===== config.mk =====
export PLATFORM = sky130hd
export DESIGN_NAME = nes_cpu_bus_driver_flat
export DESIGN_NICKNAME = d
export VERILOG_FILES = /design/src/rtl/nes_cpu_bus_driver_if.sv /design/src/rtl/nes_cpu_bus_driver.sv /design/src/flat_wrapper.sv
export SDC_FILE = /design/constraint.sdc
export NUM_CORES = 1
export LEC_CHECK = 0
export BUFFER_PORTS_ARGS = -buffer_cell sky130_fd_sc_hd__buf_2
export CAP_MARGIN = 0
export CORE_ASPECT_RATIO = 0.8
export CORE_MARGIN = 3
export CORE_UTILIZATION = 59
export DETAILED_ROUTE_END_ITERATION = 16
export HOLD_SLACK_MARGIN = 0.1
export PLACE_DENSITY = 0.85
export SYNTH_ARGS = -nofsm -noshare
export SYNTH_HDL_FRONTEND = slang
export SYNTH_SLANG_ARGS = --single-unit

===== constraint.sdc =====
create_clock -name clk -period 5.2 [get_ports clk]
set_clock_uncertainty 0.05 [all_clocks]
set_input_delay 0.26 -clock clk [delete_from_list [all_inputs] [get_ports clk]]
set_output_delay 0.26 -clock clk [all_outputs]
set_load 0.05 [all_outputs]

===== src/rtl/nes_cpu_bus_driver_if.sv =====
// nes_cpu_bus_driver_if: command/response handshake plus the cartridge CPU bus pins.
// slave = the bus driver itself; master = host logic together with the cartridge side.
interface nes_cpu_bus_driver_if;
   logic        cmd_valid;
   logic        cmd_ready;
   logic        cmd_write;
   logic [15:0] cmd_addr;
   logic [7:0]  cmd_data;
   logic [7:0]  cmd_count;
   logic        rsp_valid;
   logic [7:0]  rsp_data;
   logic        cmd_done;
   logic        busy;
   logic        m2;
   logic        romsel;
   logic        cpu_rw;
   logic [14:0] cpu_addr;
   logic [7:0]  cpu_data_out;
   logic        cpu_data_oe;
   logic [7:0]  cpu_data_in;

   modport slave (
      input  cmd_valid, cmd_write, cmd_addr, cmd_data, cmd_count, cpu_data_in,
      output cmd_ready, rsp_valid, rsp_data, cmd_done, busy,
             m2, romsel, cpu_rw, cpu_addr, cpu_data_out, cpu_data_oe
   );

   modport master (
      output cmd_valid, cmd_write, cmd_addr, cmd_data, cmd_count, cpu_data_in,
      input  cmd_ready, rsp_valid, rsp_data, cmd_done, busy,
             m2, romsel, cpu_rw, cpu_addr, cpu_data_out, cpu_data_oe
   );
endinterface


===== src/rtl/nes_cpu_bus_driver.sv =====
// nes_cpu_bus_driver: turns queued commands into NES CPU bus cycles, bursts auto-increment.
// Define NES_M2_FREE_RUN_EN to keep m2 running with dummy read cycles while idle.
module nes_cpu_bus_driver #(
   parameter int PHI_LOW  = 3,
   parameter int PHI_HIGH = 3
) (
   input logic                 clk,
   input logic                 reset,
   nes_cpu_bus_driver_if.slave bus
);
`ifdef NES_M2_FREE_RUN_EN
   localparam bit FREE_RUN = 1'b1;
`else
   localparam bit FREE_RUN = 1'b0;
`endif

   typedef enum logic [1:0] {IDLE, SETUP, STROBE, HOLD} state_t;

   localparam logic [7:0] LOW_LAST  = 8'(PHI_LOW - 1);
   localparam logic [7:0] HIGH_LAST = 8'(PHI_HIGH - 1);

   state_t      state, state_nxt;
   logic [7:0]  phase, phase_nxt;
   logic [15:0] addr, addr_nxt;
   logic [7:0]  data, data_nxt;
   logic [7:0]  remaining, remaining_nxt;
   logic        write, write_nxt;
   logic        dummy, dummy_nxt;
   logic        capture;
   logic        active;

   logic        m2_nxt, romsel_nxt, cpu_rw_nxt, oe_nxt;
   logic        ready_nxt, busy_nxt, rsp_valid_nxt, done_nxt;
   logic [14:0] cpu_addr_nxt;
   logic [7:0]  cpu_data_out_nxt;

   // Outputs are decoded from the next state so every pin is a flop that lines up with its state.
   always_comb begin
      // NOTE: every signal gets a default first so no path through the case can infer a latch.
      state_nxt     = state;
      phase_nxt     = phase;
      addr_nxt      = addr;
      data_nxt      = data;
      remaining_nxt = remaining;
      write_nxt     = write;
      dummy_nxt     = dummy;
      capture       = 1'b0;

      unique case (state)
         IDLE: begin
            phase_nxt = '0;
            if (bus.cmd_valid && bus.cmd_ready) begin
               state_nxt     = SETUP;
               addr_nxt      = bus.cmd_addr;
               data_nxt      = bus.cmd_data;
               write_nxt     = bus.cmd_write;
               remaining_nxt = bus.cmd_count;
               dummy_nxt     = 1'b0;
            end else if (FREE_RUN) begin
               state_nxt = SETUP;
               dummy_nxt = 1'b1;
            end
         end
         SETUP: begin
            if (phase == LOW_LAST) begin
               state_nxt = STROBE;
               phase_nxt = '0;
            end else begin
               phase_nxt = phase + 8'd1;
            end
         end
         STROBE: begin
            if (phase == HIGH_LAST) begin
               // A dummy cycle's HOLD clock is the IDLE accept slot itself.
               state_nxt = dummy ? IDLE : HOLD;
               phase_nxt = '0;
               capture   = !dummy && !write;
            end else begin
               phase_nxt = phase + 8'd1;
            end
         end
         HOLD: begin
            addr_nxt = addr + 16'd1;
            if (remaining == 8'd0) begin
               state_nxt = FREE_RUN ? SETUP : IDLE;
               dummy_nxt = FREE_RUN;
            end else begin
               state_nxt     = SETUP;
               remaining_nxt = remaining - 8'd1;
            end
         end
      endcase

      active           = (state_nxt != IDLE) && !dummy_nxt;
      m2_nxt           = (state_nxt == STROBE);
      romsel_nxt       = !(active && m2_nxt && addr_nxt[15]);
      cpu_rw_nxt       = !(active && write_nxt);
      oe_nxt           = active && write_nxt && (state_nxt == STROBE || state_nxt == HOLD);
      ready_nxt        = (state_nxt == IDLE);
      busy_nxt         = active;
      rsp_valid_nxt    = active && !write_nxt && (state_nxt == HOLD);
      done_nxt         = active && (state_nxt == HOLD) && (remaining_nxt == 8'd0);
      cpu_addr_nxt     = active ? addr_nxt[14:0] : (dummy_nxt ? 15'd0 : bus.cpu_addr);
      cpu_data_out_nxt = (active && write_nxt) ? data_nxt : bus.cpu_data_out;
   end

   // NOTE: sequential state uses non-blocking assignments so all flops update together.
   always_ff @(posedge clk) begin
      if (reset) begin
         state            <= IDLE;
         phase            <= '0;
         addr             <= '0;
         data             <= '0;
         remaining        <= '0;
         write            <= 1'b0;
         dummy            <= 1'b0;
         bus.m2           <= 1'b0;
         bus.romsel       <= 1'b1;
         bus.cpu_rw       <= 1'b1;
         bus.cpu_addr     <= '0;
         bus.cpu_data_out <= '0;
         bus.cpu_data_oe  <= 1'b0;
         bus.cmd_ready    <= 1'b1;
         bus.busy         <= 1'b0;
         bus.rsp_valid    <= 1'b0;
         bus.rsp_data     <= '0;
         bus.cmd_done     <= 1'b0;
      end else begin
         state            <= state_nxt;
         phase            <= phase_nxt;
         addr             <= addr_nxt;
         data             <= data_nxt;
         remaining        <= remaining_nxt;
         write            <= write_nxt;
         dummy            <= dummy_nxt;
         bus.m2           <= m2_nxt;
         bus.romsel       <= romsel_nxt;
         bus.cpu_rw       <= cpu_rw_nxt;
         bus.cpu_addr     <= cpu_addr_nxt;
         bus.cpu_data_out <= cpu_data_out_nxt;
         bus.cpu_data_oe  <= oe_nxt;
         bus.cmd_ready    <= ready_nxt;
         bus.busy         <= busy_nxt;
         bus.rsp_valid    <= rsp_valid_nxt;
         bus.cmd_done     <= done_nxt;
         if (capture) bus.rsp_data <= bus.cpu_data_in;
      end
   end
endmodule

===== src/flat_wrapper.sv =====
// flat-port wrapper written by rule: the top's interface ports become plain ports
module nes_cpu_bus_driver_flat 
#(
   parameter int PHI_LOW  = 3,
   parameter int PHI_HIGH = 3
)
  (clk, reset, bus_cmd_valid, bus_cmd_write, bus_cmd_addr, bus_cmd_data, bus_cmd_count, bus_cpu_data_in, bus_cmd_ready, bus_rsp_valid, bus_rsp_data, bus_cmd_done, bus_busy, bus_m2, bus_romsel, bus_cpu_rw, bus_cpu_addr, bus_cpu_data_out, bus_cpu_data_oe);
  nes_cpu_bus_driver_if bus_i ();
  input logic clk;
  input logic reset;
  input wire logic [$bits(bus_i.cmd_valid)-1:0] bus_cmd_valid;
  input wire logic [$bits(bus_i.cmd_write)-1:0] bus_cmd_write;
  input wire logic [$bits(bus_i.cmd_addr)-1:0] bus_cmd_addr;
  input wire logic [$bits(bus_i.cmd_data)-1:0] bus_cmd_data;
  input wire logic [$bits(bus_i.cmd_count)-1:0] bus_cmd_count;
  input wire logic [$bits(bus_i.cpu_data_in)-1:0] bus_cpu_data_in;
  output wire logic [$bits(bus_i.cmd_ready)-1:0] bus_cmd_ready;
  output wire logic [$bits(bus_i.rsp_valid)-1:0] bus_rsp_valid;
  output wire logic [$bits(bus_i.rsp_data)-1:0] bus_rsp_data;
  output wire logic [$bits(bus_i.cmd_done)-1:0] bus_cmd_done;
  output wire logic [$bits(bus_i.busy)-1:0] bus_busy;
  output wire logic [$bits(bus_i.m2)-1:0] bus_m2;
  output wire logic [$bits(bus_i.romsel)-1:0] bus_romsel;
  output wire logic [$bits(bus_i.cpu_rw)-1:0] bus_cpu_rw;
  output wire logic [$bits(bus_i.cpu_addr)-1:0] bus_cpu_addr;
  output wire logic [$bits(bus_i.cpu_data_out)-1:0] bus_cpu_data_out;
  output wire logic [$bits(bus_i.cpu_data_oe)-1:0] bus_cpu_data_oe;
  assign bus_i.cmd_valid = bus_cmd_valid;
  assign bus_i.cmd_write = bus_cmd_write;
  assign bus_i.cmd_addr = bus_cmd_addr;
  assign bus_i.cmd_data = bus_cmd_data;
  assign bus_i.cmd_count = bus_cmd_count;
  assign bus_i.cpu_data_in = bus_cpu_data_in;
  assign bus_cmd_ready = bus_i.cmd_ready;
  assign bus_rsp_valid = bus_i.rsp_valid;
  assign bus_rsp_data = bus_i.rsp_data;
  assign bus_cmd_done = bus_i.cmd_done;
  assign bus_busy = bus_i.busy;
  assign bus_m2 = bus_i.m2;
  assign bus_romsel = bus_i.romsel;
  assign bus_cpu_rw = bus_i.cpu_rw;
  assign bus_cpu_addr = bus_i.cpu_addr;
  assign bus_cpu_data_out = bus_i.cpu_data_out;
  assign bus_cpu_data_oe = bus_i.cpu_data_oe;
  nes_cpu_bus_driver #(.PHI_LOW(PHI_LOW), .PHI_HIGH(PHI_HIGH)) u_core (.clk(clk), .reset(reset), .bus(bus_i));
endmodule

==> impl_metrics.tcl <==
set metrics [dict create \
    clock_latency_ps 360 \
    critPathArrivalTime_ps 3150 \
    postLayoutCellArea_um2 4740 \
    clk_path_buf_depth 2 \
    initial_core_util_pct 61.87 \
    hp-class "input pin to flip-flop" \
    sw_frac_of_total_pct 34.68 \
    clock_sinks 83 \
    die_x_um 98.12 \
    hold_slack_ps 117.6 \
    path_buf_inv 1 \
    die_h_um 79.70 \
    synth_edf_count 0 \
    cts_tree "built" \
    final_common_cell "dfxtp_1" \
    r2r_setup_slack_ps 2280 \
    grt_pass1_wl_mm 16.93 \
    pwr_density_cell_nw_per_um2 344.2 \
    fillers 469 \
    reg2reg_depth 6 \
    place.gp.congestion 0.8744 \
    hold_viol 0 \
    ys_seq_area_share_pct 41.49 \
    slew_viol_final 0 \
    regArea_um2 1662 \
    core_area_um2 6474 \
    power.switching_mw 0.5659 \
    final_cell_mix "dfxtp_1, buf_2, nor2_1" \
    diodes 0 \
    min_from "bus_cmd_data[0]" \
    antenna_left 0 \
    viasPerCell 5.910 \
    dp_slack_ps 2358 \
    tns_ps 0 \
    async_flop_share_pct 0 \
    startpoint "u_core.state[1]" \
    fmax_mhz 341.9 \
    cts_buffers 9 \
    synth_top_area_share_pct 41.49 \
    finalSetupViolations 0 \
    clockPowerShare_pct 30.0 \
    cts_hold_buf 14 \
    grt_use_total_pct 26.68 \
    r2r_start "u_core.state[1]" \
    nets 586 \
    cts_resized 0 \
    synthesis.nets 505 \
    critPathKind "flip-flop to flip-flop" \
    yosys-top-cells-area "dfxtp_1, nor2_1, nand2_1, a21oi_1, mux2i_1" \
    path_cells "inv_1, ha_1, and4b_1, a222oi_1, nand3_1, nor3_2" \
    clkTransAtPathRegs_ps 90 \
    port_buffers 82 \
    fin_util_pct 73.21 \
    cts-root-buf "clkbuf_8" \
    endpoint_kind "flip-flop" \
    synth_flop_cell "dfxtp_1" \
    crit_fanout 29 \
    synth_area_um2 4005 \
    drt_iter0_drc 294 \
    grt_pass1_vias 3505 \
    layout_setup_ws_ps 2276 \
    ys_ff_latch 83 \
    routed_wl_mm 10.10 \
    area_growth_pct 18.34 \
    drive_gt1_share_pct 24.39 \
    min_to "u_core.data[0]" \
    worst_pin_slew_ps 1230 \
    dr.pass1.iters 5 \
    io_pins 83 \
    cap_violations 0 \
    cts_setup_buffers 0 \
    max_stage_delay_ps 820 \
    hpwl_mm 6.659 \
    finalCritPeriodShare_pct 56.24 \
    min_period_ps 2924 \
    antenna_found_initial 0 \
    dr_total_vias 3670 \
    h-tree-depth 3 \
    postPlaceCellArea_um2 4393 \
    rsz0062_at_grt "false" \
    synth_cell_types 70 \
    startpoint_type "flip-flop" \
    r2r-end "u_core.bus.cmd_done" \
    p_leak_nw 2.031 \
    multi_input_comb_area_um2 2175 \
    grt_overflow 0 \
    maxSlewHeadroom_pct 17.97 \
    wl_per_cell_um 16.26 \
    ir_worst_vdd_v 0.0002592 \
    synth_top_area_cell "dfxtp_1" \
    p_comb_share_pct 25.9 \
    min_path_cells 3 \
    num_rows 26 \
    syn_inst 451 \
    required_ps 5430 \
    outcome "finished, final reports clean" \
    grt_max_degree 71 \
    cell_internal_pwr_mw 1.066 \
    dieArea_um2 7819 \
    slowest_stage "ha_1" \
    ys_warn_count 0 \
    cp_top_family "simple AND/OR/NAND/NOR gates" \
    syn_avg_cell_area_um2 8.880 \
    p_seq_share_pct 44.2 \
    drc 0 \
]
## worst max-delay path by stage
stage | cells after the start | slack, ps | end
3_5_place_dp | 6 | 2360 | u_core.bus.cmd_done
6_report | 6 | 2280 | u_core.bus.cmd_done
2_1_floorplan | 6 | 2890 | u_core.bus.cpu_data_out[0]
5_1_grt | 8 | 2000 | u_core.bus.cmd_done
3_3_place_gp | 6 | 2510 | u_core.bus.cmd_done
4_1_cts | 6 | 2330 | u_core.bus.cmd_done
## per-stage QoR
step                total power, mW  cells
finish                        1.631    621
global route                  1.707    621
CTS                           1.630    621
detailed placement            1.143    591
global placement              1.134    591
floorplan                     1.060    451
## cells in the mapped netlist, types with 4 or more instances
library cell  count
buf_2             8
a22oi_1           6
xor2_1            4
mux2i_1          14
nand3b_1         11
nand2_1          49
inv_1             9
clkbuf_1         15
mux2_2           12
a31oi_1           4
nand2b_1          4
nand3_1          10
nand4_1           4
nor3_1           10
o21ai_0           8
a221oi_1          5
nor2_1           58
dfxtp_1          83
a222oi_1          6
a21oi_1          28
ha_1             10
a211oi_1          6
and4_1            4
nor2b_1          14
o22ai_1           4
## flip-flops by register name, indices dropped and copies added, names as in the netlist, 2 cells and up
signal                   flops
u_core.state                 2
u_core.data                  8
u_core.addr                 16
u_core.bus.rsp_data          8
u_core.remaining             8
u_core.phase                 8
u_core.bus.cpu_addr         15
u_core.bus.cpu_data_out      8
## area by class of cell
cell class	instances	share of cell area, %
Clock inverter	6	1.452
Multi-Input combinational cell	332	45.88
Tap cell	84	2.218
Inverter	9	0.7128
Sequential cell	83	35.06
Timing Repair Buffer	97	11.77
Clock buffer	10	2.904
## power groups by stage
stage	Clock [mW]	Combinational, mW	Sequential (mW)
6_report	0.489	0.422	0.721
5_1_grt	0.517	0.463	0.728
4_1_cts	0.491	0.419	0.720
3_5_place_dp	0	0.408	0.735
3_3_place_gp	0	0.401	0.732
2_1_floorplan	0	0.254	0.806
## cells by family after synthesis
family,share of synthesized area (%)
adders and majority gates,3.124
muxes,7.154
and+or+nand+nor,27.09
buffers and inverters,4.217
xor gates and xnor gates,1.312
AOI/OAI and AO/OA,15.62
DFF,41.49
## per-layer routing
| layer | GRT usage (%) | routed length [um] |
|---|---|---|
| met1 | 34.88 | 4483 |
| met2 | 42.32 | 4578 |
| met3 | 7.424 | 857 |
| met4 | 9.820 | 176 |
| met5 | 0 | 0 |
## tightest hold or removal path, stage by stage
cell and delay, ps:
buf_2 100, nand2_1 50, a21oi_1 70
Note: power is estimated with default switching activity, not from simulation.
